**config.mk**
```make
export PLATFORM = sky130hd
export DESIGN_NAME = tohost_monitor
export DESIGN_NICKNAME = d
export VERILOG_FILES = /design/src/rtl/tohost_pkg.sv /design/src/rtl/host_reg.sv /design/src/rtl/tohost_monitor.sv
export SDC_FILE = /design/constraint.sdc
export NUM_CORES = 1
export LEC_CHECK = 0
export CORE_MARGIN = 3
export CORE_UTILIZATION = 54
export CTS_BUF_LIST = sky130_fd_sc_hd__clkbuf_8
export DETAILED_ROUTE_END_ITERATION = 6
export MAX_ROUTING_LAYER = met4
export PLACE_DENSITY = 0.85
export SYNTH_ARGS = -nofsm -noshare
export SYNTH_HDL_FRONTEND = slang
export SYNTH_SLANG_ARGS = --single-unit
```
**constraint.sdc**
```tcl
create_clock -name clk_i -period 5.45 [get_ports clk_i]
set_input_delay 0.545 -clock clk_i [delete_from_list [all_inputs] [get_ports clk_i]]
set_output_delay 0.545 -clock clk_i [all_outputs]
set_load 0.05 [all_outputs]
```
**src/rtl/tohost_pkg.sv**
```systemverilog
// ============================================================================
// Module  : tohost_pkg
// Brief   : Shared state encoding and default host-register addresses.
// Revision: 1.0
// ============================================================================
`default_nettype none

package tohost_pkg;

    typedef enum logic [2:0] {
        ST_IDLE    = 3'd0,
        ST_RUN     = 3'd1,
        ST_PASS    = 3'd2,
        ST_FAIL    = 3'd3,
        ST_TIMEOUT = 3'd4
    } state_t;

    localparam logic [31:0] c_TOHOST_ADDR_DFLT   = 32'h8000_1000;
    localparam logic [31:0] c_FROMHOST_ADDR_DFLT = 32'h8000_1040;

    function automatic logic is_terminal(input state_t s);
        return (s == ST_PASS) || (s == ST_FAIL) || (s == ST_TIMEOUT);
    endfunction

endpackage

`default_nettype wire

```
**src/rtl/host_reg.sv**
```systemverilog
// ============================================================================
// Module  : host_reg
// Brief   : 32-bit byte-enabled register with synchronous reset.
// Revision: 1.0
// ============================================================================
`default_nettype none

module host_reg (
    input  logic        clk,
    input  logic        rst,
    input  logic [3:0]  byte_en,
    input  logic [31:0] wdata,
    output logic [31:0] q
);

    always_ff @(posedge clk) begin
        if (rst) begin
            q <= 32'd0;
        end else begin
            for (int b = 0; b < 4; b++) begin
                if (byte_en[b]) begin
                    q[8*b +: 8] <= wdata[8*b +: 8];
                end
            end
        end
    end

endmodule

`default_nettype wire

```
**src/rtl/tohost_monitor.sv**
```systemverilog
// ============================================================================
// Module  : tohost_monitor
// Brief   : riscv-tests tohost/fromhost mailbox with PASS/FAIL/TIMEOUT FSM.
// Revision: 1.0
// ============================================================================
`default_nettype none

module tohost_monitor
    import tohost_pkg::*;
#(
    parameter logic [31:0] TOHOST_ADDR   = c_TOHOST_ADDR_DFLT,
    parameter logic [31:0] FROMHOST_ADDR = c_FROMHOST_ADDR_DFLT,
    parameter int unsigned MAX_TICKS     = 100000
) (
    input  logic        clk_i,
    input  logic        rst_i,
    input  logic [31:0] dmem_addr_i,
    input  logic        dmem_read_i,
    input  logic [3:0]  dmem_wsel_byte_i,
    input  logic [31:0] dmem_wdata_i,
    output logic [31:0] dmem_rdata_o,
    output logic        hit_o,
    output logic        done_o,
    output logic        pass_o,
    output logic        timeout_o,
    output logic [30:0] fail_code_o,
    output logic [31:0] cycle_count_o
);

    localparam logic [31:0] c_TIMEOUT_AT = MAX_TICKS - 1;

    logic        w_sel_to;
    logic        w_sel_from;
    logic        w_write;
    logic [3:0]  w_to_be;
    logic [3:0]  w_from_be;
    logic [31:0] r_tohost;
    logic [31:0] r_fromhost;
    logic [31:0] r_rdata;
    logic        r_eval_pending;
    state_t      r_state;
    state_t      w_next_state;
    logic        w_eval;
    logic        w_capture_fail;
    logic [31:0] r_cycle_count;
    logic [30:0] r_fail_code;
    logic        r_done;
    logic        r_pass;
    logic        r_timeout;
    logic        w_unused_addr_lsb;

    // Word decode: byte offset within the word does not matter.
    assign w_sel_to          = (dmem_addr_i[31:2] == TOHOST_ADDR[31:2]);
    assign w_sel_from        = (dmem_addr_i[31:2] == FROMHOST_ADDR[31:2]);
    assign w_unused_addr_lsb = ^dmem_addr_i[1:0];
    assign w_write           = |dmem_wsel_byte_i;
    assign hit_o             = (w_sel_to | w_sel_from) & (dmem_read_i | w_write);
    assign w_to_be           = w_sel_to   ? dmem_wsel_byte_i : 4'b0000;
    assign w_from_be         = w_sel_from ? dmem_wsel_byte_i : 4'b0000;

    host_reg u_tohost (
        .clk     (clk_i),
        .rst     (rst_i),
        .byte_en (w_to_be),
        .wdata   (dmem_wdata_i),
        .q       (r_tohost)
    );

    host_reg u_fromhost (
        .clk     (clk_i),
        .rst     (rst_i),
        .byte_en (w_from_be),
        .wdata   (dmem_wdata_i),
        .q       (r_fromhost)
    );

    // Reads sample the register before this cycle's write lands.
    always_ff @(posedge clk_i) begin
        if (rst_i) begin
            r_rdata        <= 32'd0;
            r_eval_pending <= 1'b0;
        end else begin
            r_eval_pending <= |w_to_be;
            if (dmem_read_i && w_sel_to) begin
                r_rdata <= r_tohost;
            end else if (dmem_read_i && w_sel_from) begin
                r_rdata <= r_fromhost;
            end else begin
                r_rdata <= 32'd0;
            end
        end
    end

    assign w_eval = (r_state == ST_RUN) && r_eval_pending;

    always_comb begin
        w_next_state   = r_state;
        w_capture_fail = 1'b0;
        case (r_state)
            ST_IDLE: w_next_state = ST_RUN;
            ST_RUN: begin
                if (w_eval && (r_tohost == 32'd1)) begin
                    w_next_state = ST_PASS;
                end else if (w_eval && r_tohost[0]) begin
                    w_next_state   = ST_FAIL;
                    w_capture_fail = 1'b1;
                end else if (r_cycle_count == c_TIMEOUT_AT) begin
                    w_next_state = ST_TIMEOUT;
                end
            end
            default: w_next_state = r_state;
        endcase
    end

    // The counter only advances on cycles that remain in RUN, so it freezes
    // on the value seen when the terminating decision was made.
    always_ff @(posedge clk_i) begin
        if (rst_i) begin
            r_state       <= ST_IDLE;
            r_cycle_count <= 32'd0;
            r_fail_code   <= 31'd0;
            r_done        <= 1'b0;
            r_pass        <= 1'b0;
            r_timeout     <= 1'b0;
        end else begin
            r_state <= w_next_state;
            if (w_capture_fail) begin
                r_fail_code <= r_tohost[31:1];
            end
            if ((r_state == ST_RUN) && (w_next_state == ST_RUN) &&
                (r_cycle_count != 32'hFFFF_FFFF)) begin
                r_cycle_count <= r_cycle_count + 32'd1;
            end
            r_done    <= is_terminal(w_next_state);
            r_pass    <= (w_next_state == ST_PASS);
            r_timeout <= (w_next_state == ST_TIMEOUT);
        end
    end

    assign dmem_rdata_o  = r_rdata;
    assign done_o        = r_done;
    assign pass_o        = r_pass;
    assign timeout_o     = r_timeout;
    assign fail_code_o   = r_fail_code;
    assign cycle_count_o = r_cycle_count;

endmodule

`default_nettype wire

```
== Yosys cells after proc, flatten, opt, wreduce, memory -nomap -nowiden ==
Index checks and enable logic that the tools add are counted.
Operators by class
  bitwise logic cells: 3
  $add $sub $neg: 1
  eq/ne operators: 10
  reduce and logical (&&, ||, !) cells: 12
  multiplexer cells: 11
Operator list (number)
  two-way mux 32 bit: 2
  equality test 30 bit (second input constant): 2
  adder 32 x 1 -> 32 bit (second input constant): 1
  equality test 32 x 1 -> 1 bit (second input constant): 1
  equality test 32 x 17 -> 1 bit (second input constant): 1
  inequality test 32 bit (second input constant): 1
  two-way mux 3 bit: 3
  two-way mux 4 bit: 2
  OR reduction 4 bit: 2
  logical AND 1 bit: 7
  equality test 3 x 1 -> 1 bit (second input constant): 2
  equality test 3 x 2 -> 1 bit (second input constant): 2
  one-hot mux 3 bit (2 select lines): 1
  equality test 3 bit (second input constant): 1
  zero test 3 bit: 1
  two-way mux 1 bit: 3
  logical OR 1 bit: 2
  bitwise OR 1 bit: 2
  AND 1 bit: 1
Storage, ports and cells
  input port bits: 71
  register bits after elaboration: 166
  logic and storage cells: 53

== Longest topological paths before layout ==
Gate-level depths: netlist of the first run.
  depth after elaboration: 9
  mapped depth: 9
  depth with buffers taken out: 7

== By module ==
From an unflattened synthesis of the first run, not the netlist that was laid out.
Second synthesis, totals
  cells, all modules: 688
  area, all modules: 6727.7 um^2
Modules (own cells, without submodules)
  tohost_monitor: cells an instance 482, instances 1, area each 4445.5 um^2
  host_reg: cells an instance 103, instances 2, area each 1141.1 um^2

== Worst setup path before layout of the first run ==
Ideal clock, no wire load.
  path kind: input to output
  start: in dmem_addr_i[8]
  end: out hit_o
  data arrival time: 2.100 ns
  cell stages on the path: 3
  path buffers: 0
  data required time: 4.905 ns
  slack: 2.805 ns
  cells stage by stage: nor4b_1 > nand4_1 > nor3_1
On the way
  word-level cells in the longest chain between the ends: 3
  elaborated cells on any way between the ends: 4
  those cells by class: eq/ne (2); bitwise (2)
RTL lines
  start: declaration: line tohost_monitor.sv:17  | input logic [31:0] dmem_addr_i,
  equality test 30 bit, on equally long branches: line tohost_monitor.sv:53, tohost_monitor.sv:54
  bitwise OR 1 bit (*): line tohost_monitor.sv:57  | assign hit_o = (w_sel_to | w_sel_from) & (dmem_read_i | w_write);
  AND 1 bit (*): line tohost_monitor.sv:57
  end: declaration: line tohost_monitor.sv:22  | output logic hit_o,
Every way passes the cells marked *; elsewhere a longest branch is shown, timed or not.

== Final worst setup path of the first run ==
  start: in dmem_addr_i[25]
  end: out hit_o
Same word-level chain as after synthesis.

==> results.json, run 1 <==
{
  "synth_edf_count": 0,
  "max_clock_freq_ghz": 0.3267,
  "cts_tree": "yes",
  "routed_wl_mm": 17.67,
  "syn_nets": 764,
  "r2r_slack_ns": 2.82,
  "start_util": 0.5660,
  "startpoint": "dmem_addr_i[25]",
  "status": "complete, no violations",
  "grt_max_degree": 102,
  "synth-main-ff-cell": "dfxtp_1",
  "hold_path_class": "reg2reg",
  "dieArea_mm2": 0.01359,
  "fp.coreArea_mm2": 0.01166,
  "min_path_cells": 2,
  "placed_area_mm2": 0.008267,
  "drc": 0,
  "fin_crit_ns": 3.061,
  "ys_types": 41,
  "r2r.worst_path.cells": 6,
  "hold_violations": 0,
  "yosys_warnings": 0,
  "fin_setup_tns_ns": 0,
  "hold_start": "fail_code_o[23]",
  "synth_area_mm2": 0.006601,
  "grt_pass1_wl_mm": 27.81,
  "io_buffers": 167,
  "use_met2": 0.4542,
  "worst_slew_pin_slew_ns": 1.241,
  "leakagePower_uw": 0.003176,
  "via_per_inst": 5.807,
  "rsz0062_at_grt": "no",
  "gp_congestion": 0.8526,
  "antenna_cells": 0,
  "avgRoutedWirePerCell_um": 17.76,
  "fin_area_mm2": 0.008633,
  "setup_viol": 0,
  "cts_max_level": 4,
  "use_met1": 0.3052,
  "row_count": 39,
  "clock_skew_ns": 0.01195,
  "p_per_area_mw_per_mm2": 247.0,
  "fin_crit_sh": 0.5616,
  "clockBufferDepth": 2,
  "die_h_um": 116.6,
  "crit_type": "in2out",
  "first_iter_violations": 349,
  "async_flop_share": 0,
  "cts_sinks": 166,
  "crit_required_ns": 4.91,
  "whs_endpoint": "fail_code_o[23]",
  "avgSynthCellArea_um2": 9.539,
  "ys_seq_area_frac": 0.5034,
  "post_cts_resized": 0,
  "post-cts-setup-buffers": 0,
  "grt_usage": 0.2690,
  "num_vias": 5778,
  "start_kind": "primary input",
  "drive_gt1_frac": 0.05047,
  "path_clk_slew_ns": 0.08,
  "hold_ws_ns": 0.5029,
  "netlist_instances": 692,
  "crit_path_end_kind": "output pin",
  "nFillCells": 845,
  "final.setup.worst_slack_ns": 2.389,
  "root_buffer": "clkbuf_8",
  "antenna_found_initial": 0,
  "met3_usage": 0.07565,
  "pre_cts_ws_ns": 2.021,
  "maxCapViolCount": 0,
  "grt_overflow": 0,
  "cts_buffers": 17,
  "nets": 911,
  "ios": 170,
  "area_growth_pct": 30.78,
  "grt.busiest_layer": "met2",
  "dr.pass1.iters": 7,
  "synth-seq-cells": 166,
  "grt_pass1_vias": 5696,
  "slew_headroom": 0.1725,
  "ant_nets": 0,
  "cp.arrival_ns": 2.52,
  "finalMaxSlewViolations": 0,
  "r2r-start": "u_tohost.q[9]",
  "die_w_um": 116.6,
  "r2r-end": "fail_code_o[16]",
  "ctsHoldBuffers": 0,
  "crit_path_max_fanout": 3,
  "peakVddDrop_mv": 0.1885,
  "worst_skew_pair.late_latency_ns": 0.45,
  "hpwl_mm": 12.36
}
## cells by family after synthesis
logic type                 count (synthesis)  share of synthesized area
xor gates and xnor gates                  15                    0.01990
DFF                                      166                     0.5034
and+or+nand+nor                          299                     0.2276
AOI/OAI and AO/OA                         63                    0.06160
adders and majority gates                  1                   0.001895
muxes                                     99                     0.1505
buffers and inverters                     49                    0.03507
## where the power goes
part / internal, µW / switching, µW / leakage (µW)
Clock: 407 / 415 / 0.000205
Sequential: 1210 / 2.94 / 0.00134
Combinational: 51.5 / 42.9 / 0.00163
Total: 1670 / 461 / 0.00318
## cell usage in the layout, fill, tap and decap left out, types with 3 or more instances in the layout
cell type,n
a21oi_1,13
a22oi_1,32
and2_1,12
and3_1,4
buf_4,4
clkbuf_8,18
clkdlybuf4s50_1,166
clkinv_2,8
dfxtp_1,166
inv_1,10
mux2i_1,97
nand2_1,14
nand3_1,15
nand4_1,15
nor2_1,160
nor2b_1,4
nor3_1,12
nor4_1,20
nor4b_1,7
o21ai_0,12
o31ai_1,3
or3_1,12
or4_1,8
xnor2_1,9
xor2_1,6
## per-layer routing
layer  wire length [µm]  part of all wire
met5                  0                 0
met1               6987              0.40
met2               8920              0.50
met3               1389             0.079
met4                374             0.021
## cells in the mapped netlist (6+ instances only)
master | count | area [µm²]
a21oi_1 | 13 | 65.06
a22oi_1 | 32 | 240.2
and2_1 | 12 | 75.07
buf_2 | 18 | 90.09
clkbuf_1 | 21 | 78.83
dfxtp_1 | 166 | 3323
inv_1 | 7 | 26.28
mux2i_1 | 97 | 970.9
nand2_1 | 14 | 52.55
nand3_1 | 15 | 75.07
nand4_1 | 15 | 93.84
nor2_1 | 160 | 600.6
nor3_1 | 12 | 60.06
nor4_1 | 20 | 125.1
nor4b_1 | 7 | 61.31
o21ai_0 | 12 | 60.06
or3_1 | 12 | 75.07
or4_1 | 8 | 60.06
xnor2_1 | 9 | 78.83
xor2_1 | 6 | 52.55
## stage by stage
stage / instances / total power, µW / utilization
2_1_floorplan: 692 / 1276 / -
3_3_place_gp: 963 / 1337 / 0.7088
3_5_place_dp: 963 / 1339 / 0.7088
4_1_cts: 995 / 2143 / 0.7403
5_1_grt: 995 / 2205 / 0.7403
6_report: 995 / 2133 / 0.7403
## sequential cells by signal, summed over array words and instances, names as in the netlist
| name | count |
|---|---|
| done_o | 1 |
| timeout_o | 1 |
| r_eval_pending | 1 |
| pass_o | 1 |
| fail_code_o | 31 |
| u_fromhost.q | 32 |
| dmem_rdata_o | 32 |
| r_state | 3 |
| u_tohost.q | 32 |
| cycle_count_o | 32 |
## how the worst max path moves through the flow
stage | slack (ns) | end | depth (start not counted)
4_1_cts | 2.37 | hit_o | 5
3_3_place_gp | 2.13 | dmem_rdata_o[4] | 8
6_report | 2.39 | hit_o | 5
3_5_place_dp | 2.02 | dmem_rdata_o[8] | 8
2_1_floorplan | 2.80 | hit_o | 3
5_1_grt | 2.16 | dmem_rdata_o[14] | 8
## cell type report
type / instances / area, µm² / area share
timing repair buffer: 170 / 1692 / 0.1959
sequential: 166 / 3323 / 0.3849
clock inverter: 14 / 118.9 / 0.01377
tap: 143 / 178.9 / 0.02072
multi-input combinational: 477 / 3047 / 0.3529
clock buffer: 18 / 247.7 / 0.02870
inverter: 7 / 26.28 / 0.003043
## worst max-delay path: stages
cell,delay [ns]
clkdlybuf4s50_1,0.40
nor4_1,0.33
nand4_1,0.21
nor3_1,0.21
clkdlybuf4s50_1,0.83
Note: power is estimated with default switching activity, not from simulation.
==> run 2, diff against run 1 <==
Settings changed: CORE_UTILIZATION 54 to 51, PLACE_DENSITY 0.85 to 0.81.
Clock period 5.45 ns to 3.1 ns, I/O delays scaled along.
==> results.json, run 2 (synthesis results as in run 1) <==
{
  "crit_type": "in2out",
  "nets": 920,
  "cp.arrival_ns": 2.26,
  "hold_violations": 0,
  "grt_overflow": 0,
  "antenna_found_initial": 0,
  "path_clk_slew_ns": 0.08,
  "gp_congestion": 0.8539,
  "die_w_um": 119.8,
  "cts_tree": "yes",
  "via_per_inst": 5.589,
  "crit_required_ns": 2.79,
  "grt_max_degree": 72,
  "ios": 170,
  "slew_headroom": 0.5241,
  "ctsHoldBuffers": 0,
  "post_cts_resized": 0,
  "antenna_cells": 0,
  "crit_path_max_fanout": 3,
  "max_clock_freq_ghz": 0.3890,
  "post-cts-setup-buffers": 0,
  "grt_pass1_vias": 5817,
  "root_buffer": "clkbuf_8",
  "clock_skew_ns": 0.008350,
  "slowest_delay_ns": 0.83,
  "fin_crit_sh": 0.8294,
  "cp_common_cell": "clkdlybuf4s50_1",
  "drc": 0,
  "num_vias": 5751,
  "clockBufferDepth": 2,
  "row_count": 40,
  "dieArea_mm2": 0.01434,
  "ant_nets": 0,
  "fin_setup_tns_ns": 0,
  "first_iter_violations": 508,
  "area_growth_pct": 33.51,
  "start_kind": "primary input",
  "cp_num_buf_inv": 2,
  "avgRoutedWirePerCell_um": 17.08,
  "rsz0062_at_grt": "no",
  "maxCapViolCount": 0,
  "routed_wl_mm": 17.57,
  "cts_sinks": 166,
  "status": "complete, no violations",
  "leakagePower_uw": 0.003242,
  "hpwl_mm": 12.57,
  "grt_usage": 0.2562,
  "hold_path_class": "in2reg",
  "dr.pass1.iters": 6,
  "fp.coreArea_mm2": 0.01231,
  "grt_pass1_wl_mm": 28.73,
  "layout_common_cells": "dfxtp_1, clkdlybuf4s50_1, nor2_1, mux2i_1, a22oi_1",
  "hold_ws_ns": 0.3848,
  "fin_crit_ns": 2.571,
  "cts_buffers": 17,
  "peakVddDrop_mv": 0.2779,
  "finalMaxSlewViolations": 0,
  "cp_cell_sequence": "clkdlybuf4s50_1, nor4_1, nand4_1, nor3_1, clkdlybuf4s50_1",
  "path_delay_family": "buffers and inverters",
  "setup_viol": 0,
  "worst_slew_pin_slew_ns": 0.7138,
  "p_per_area_mw_per_mm2": 449.0,
  "crit_path_end_kind": "output pin",
  "drive_gt1_frac": 0.06388,
  "die_h_um": 119.8,
  "start_util": 0.5362,
  "cts_max_level": 4,
  "cp_slowest_cell": "clkdlybuf4s50_1",
  "io_buffers": 167,
  "worst_skew_pair.late_latency_ns": 0.46
}
-- run 2: routing by layer --
metal | part of all wire | GRT usage | up-vias
met5 | 0 | - | -
met4 | 0.022 | 0.08661 | 0
met3 | 0.064 | 0.07257 | 31
met2 | 0.51 | 0.4414 | 200
met1 | 0.40 | 0.2865 | 2786
li1 | - | - | 2734
-- run 2: power breakdown --
group	total, µW	leakage [µW]	internal, µW	switching, µW
clock network	1650	0.000218	883	768
logic	168	0.00169	92.2	75.7
registers	2140	0.00134	2130	5.06
-- run 2: final timing paths --
path,start,end,slack (ns),cells past startpoint
min reg2reg,u_fromhost.q[22],u_fromhost.q[22],0.50,2
max,dmem_addr_i[16],hit_o,0.53,5
min,rst_i,cycle_count_o[16],0.38,2
max reg2reg,cycle_count_o[7],cycle_count_o[22],0.57,6
-- run 2: through the flow --
stage                 util  power (µW)  std cells  worst slack, ns  area, µm²
global route        0.7159        4090       1029           0.3552       8813
finish              0.7159        3957       1029           0.5290       8813
floorplan                -        2244        692           0.6820       6601
global placement    0.6805        2352        997           0.4632       8378
detailed placement  0.6805        2357        997           0.4319       8378
CTS                 0.7159        3984       1029           0.5049       8813
-- run 2: worst register-to-register path, cell delays in order, from the launching register on --
cell and delay, ns:
dfxtp_1 0.45, nor4b_1 0.40, nand4_1 0.18, or4_1 0.68, nand2_2 0.24, or3_1 0.15
mux2_1 0.32
-- run 2: cell type report --
cell class,instances,area (µm²)
Tap cell,168,210.2
Sequential cell,166,3323
Fill cell,917,3498
Inverter,7,26.28
Multi-Input combinational cell,477,3047
Clock buffer,21,289.0
Clock inverter,11,146.4
Timing Repair Buffer,179,1772
==> run 3, diff against run 2 <==
Clock period 3.1 ns to 2.5 ns, I/O delays scaled along.
==> results.json, run 3 (synthesis results as in run 1) <==
{
  "switchingPower_uw": 1086,
  "ios": 170,
  "fin_setup_tns_ns": 0,
  "antenna_found_initial": 0,
  "layout_common_cells": "dfxtp_1, clkdlybuf4s50_1, nor2_1, mux2i_1, a22oi_1",
  "path_delay_family": "simple AND/OR/NAND/NOR gates",
  "die_w_um": 119.8,
  "peakVddDrop_mv": 0.4440,
  "path_clk_slew_ns": 0.09,
  "start_util": 0.5362,
  "wl_met3_mm": 1.123,
  "status": "complete, no violations",
  "crit_required_ns": 2.80,
  "ctsHoldBuffers": 0,
  "maxCapViolCount": 0,
  "crit_type": "reg2reg",
  "avgRoutedWirePerCell_um": 16.80,
  "post-cts-setup-buffers": 0,
  "fp.coreArea_mm2": 0.01231,
  "crit_path_max_fanout": 6,
  "io_buffers": 167,
  "worst_slew_pin_slew_ns": 0.9329,
  "grt_max_degree": 96,
  "fin_crit_ns": 2.440,
  "p_total_uw": 4741,
  "gp_congestion": 0.8485,
  "first_iter_violations": 365,
  "dieArea_mm2": 0.01434,
  "seqPwrFrac": 0.559,
  "cp_slowest_cell": "nor3_1",
  "grt_usage": 0.2518,
  "p_per_area_mw_per_mm2": 528.9,
  "slew_headroom": 0.3781,
  "via_per_inst": 5.467,
  "drive_gt1_frac": 0.07991,
  "num_vias": 5708,
  "area_growth_pct": 35.78,
  "drc": 0,
  "cp_num_buf_inv": 0,
  "clock_skew_ns": 0.009123,
  "nFillCells": 911,
  "ant_nets": 0,
  "p_comb_frac": 0.044,
  "rsz0062_at_grt": "no",
  "hpwl_mm": 12.93,
  "slowest_delay_ns": 0.48,
  "setup_viol": 0,
  "cts_buffers": 17,
  "clkPwrFrac": 0.397,
  "antenna_cells": 0,
  "grt_overflow": 0,
  "die_h_um": 119.8,
  "cts_sinks": 166,
  "row_count": 40,
  "dr.max_layer_used": "met4",
  "leakagePower_uw": 0.003324,
  "cts_max_level": 4,
  "cts_tree": "yes",
  "cp_cell_sequence": "ha_1, nand4_1, nor3_1, o21ai_1, nor4b_1, xnor2_1, nor2_1",
  "wl_met2_mm": 9.149,
  "max_clock_freq_ghz": 0.4098,
  "grt_pass1_vias": 5827,
  "start_kind": "flop",
  "hold_path_class": "in2reg",
  "layout_commonest_cell": "dfxtp_1",
  "root_buffer": "clkbuf_8",
  "cp.arrival_ns": 2.74,
  "switching_share": 0.2290,
  "clockBufferDepth": 2,
  "finalMaxSlewViolations": 0,
  "grt_pass1_wl_mm": 28.35,
  "nets": 935,
  "r2r_slack_ns": 0.06,
  "fin_crit_sh": 0.9762,
  "met1_length_mm": 7.099,
  "hold_violations": 0,
  "crit_path_end_kind": "flop",
  "worst_skew_pair.late_latency_ns": 0.45,
  "routed_wl_mm": 17.54,
  "dr.pass1.iters": 6,
  "post_cts_resized": 0,
  "power.internal_uw": 3656
}
-- run 3: area by class of cell --
class	count	area (µm²)	share of cell area
Sequential cell	166	3323	0.3707
Multi-Input combinational cell	477	3047	0.3399
Timing Repair Buffer	194	1969	0.2197
Clock buffer	17	234.0	0.02610
Tap cell	168	210.2	0.02345
Clock inverter	15	153.9	0.01717
Inverter	7	26.28	0.002931
-- run 3: power groups by stage --
stage / Combinational [µW] / Clock [µW] / Sequential [µW]
final: 210 / 1880 / 2650
after global routing: 226 / 2020 / 2650
after detailed placement: 211 / 0 / 2710
after CTS: 211 / 1920 / 2650
after global placement: 207 / 0 / 2710
after floorplan: 56.0 / 0 / 2730
-- run 3: final timing paths --
path                     from           endpoint  cells past startpoint
min reg2reg   fail_code_o[25]    fail_code_o[25]                      2
min                     rst_i  cycle_count_o[12]                      2
max reg2reg  cycle_count_o[1]   cycle_count_o[8]                      7
max          cycle_count_o[1]   cycle_count_o[8]                      7
-- run 3: per-stage QoR --
stage               hold WS (ns)  instances  area [µm²]  worst slack (ns)  utilization
finish                    0.3754       1044        8964           0.05951       0.7280
global route              0.4213       1044        8964          0.001380       0.7280
CTS                       0.3848       1044        8964            0.1197       0.7280
detailed placement        0.4862       1012        8576            0.1422       0.6965
global placement          0.4734       1012        8576            0.1971       0.6965
floorplan                 0.3972        692        6601           0.08200            -
-- run 3: per-layer routing --
metal	up-vias	global-route usage
met5	-	-
met3	12	0.07116
li1	2781	-
met2	191	0.4446
met4	0	0.06156
met1	2724	0.2826
-- run 3: worst register-to-register path, stage by stage, from the launching register on --
cell	delay, ns
dfxtp_1	0.40
ha_1	0.22
nand4_1	0.26
nor3_1	0.49
o21ai_1	0.30
nor4b_1	0.39
xnor2_1	0.18
nor2_1	0.06
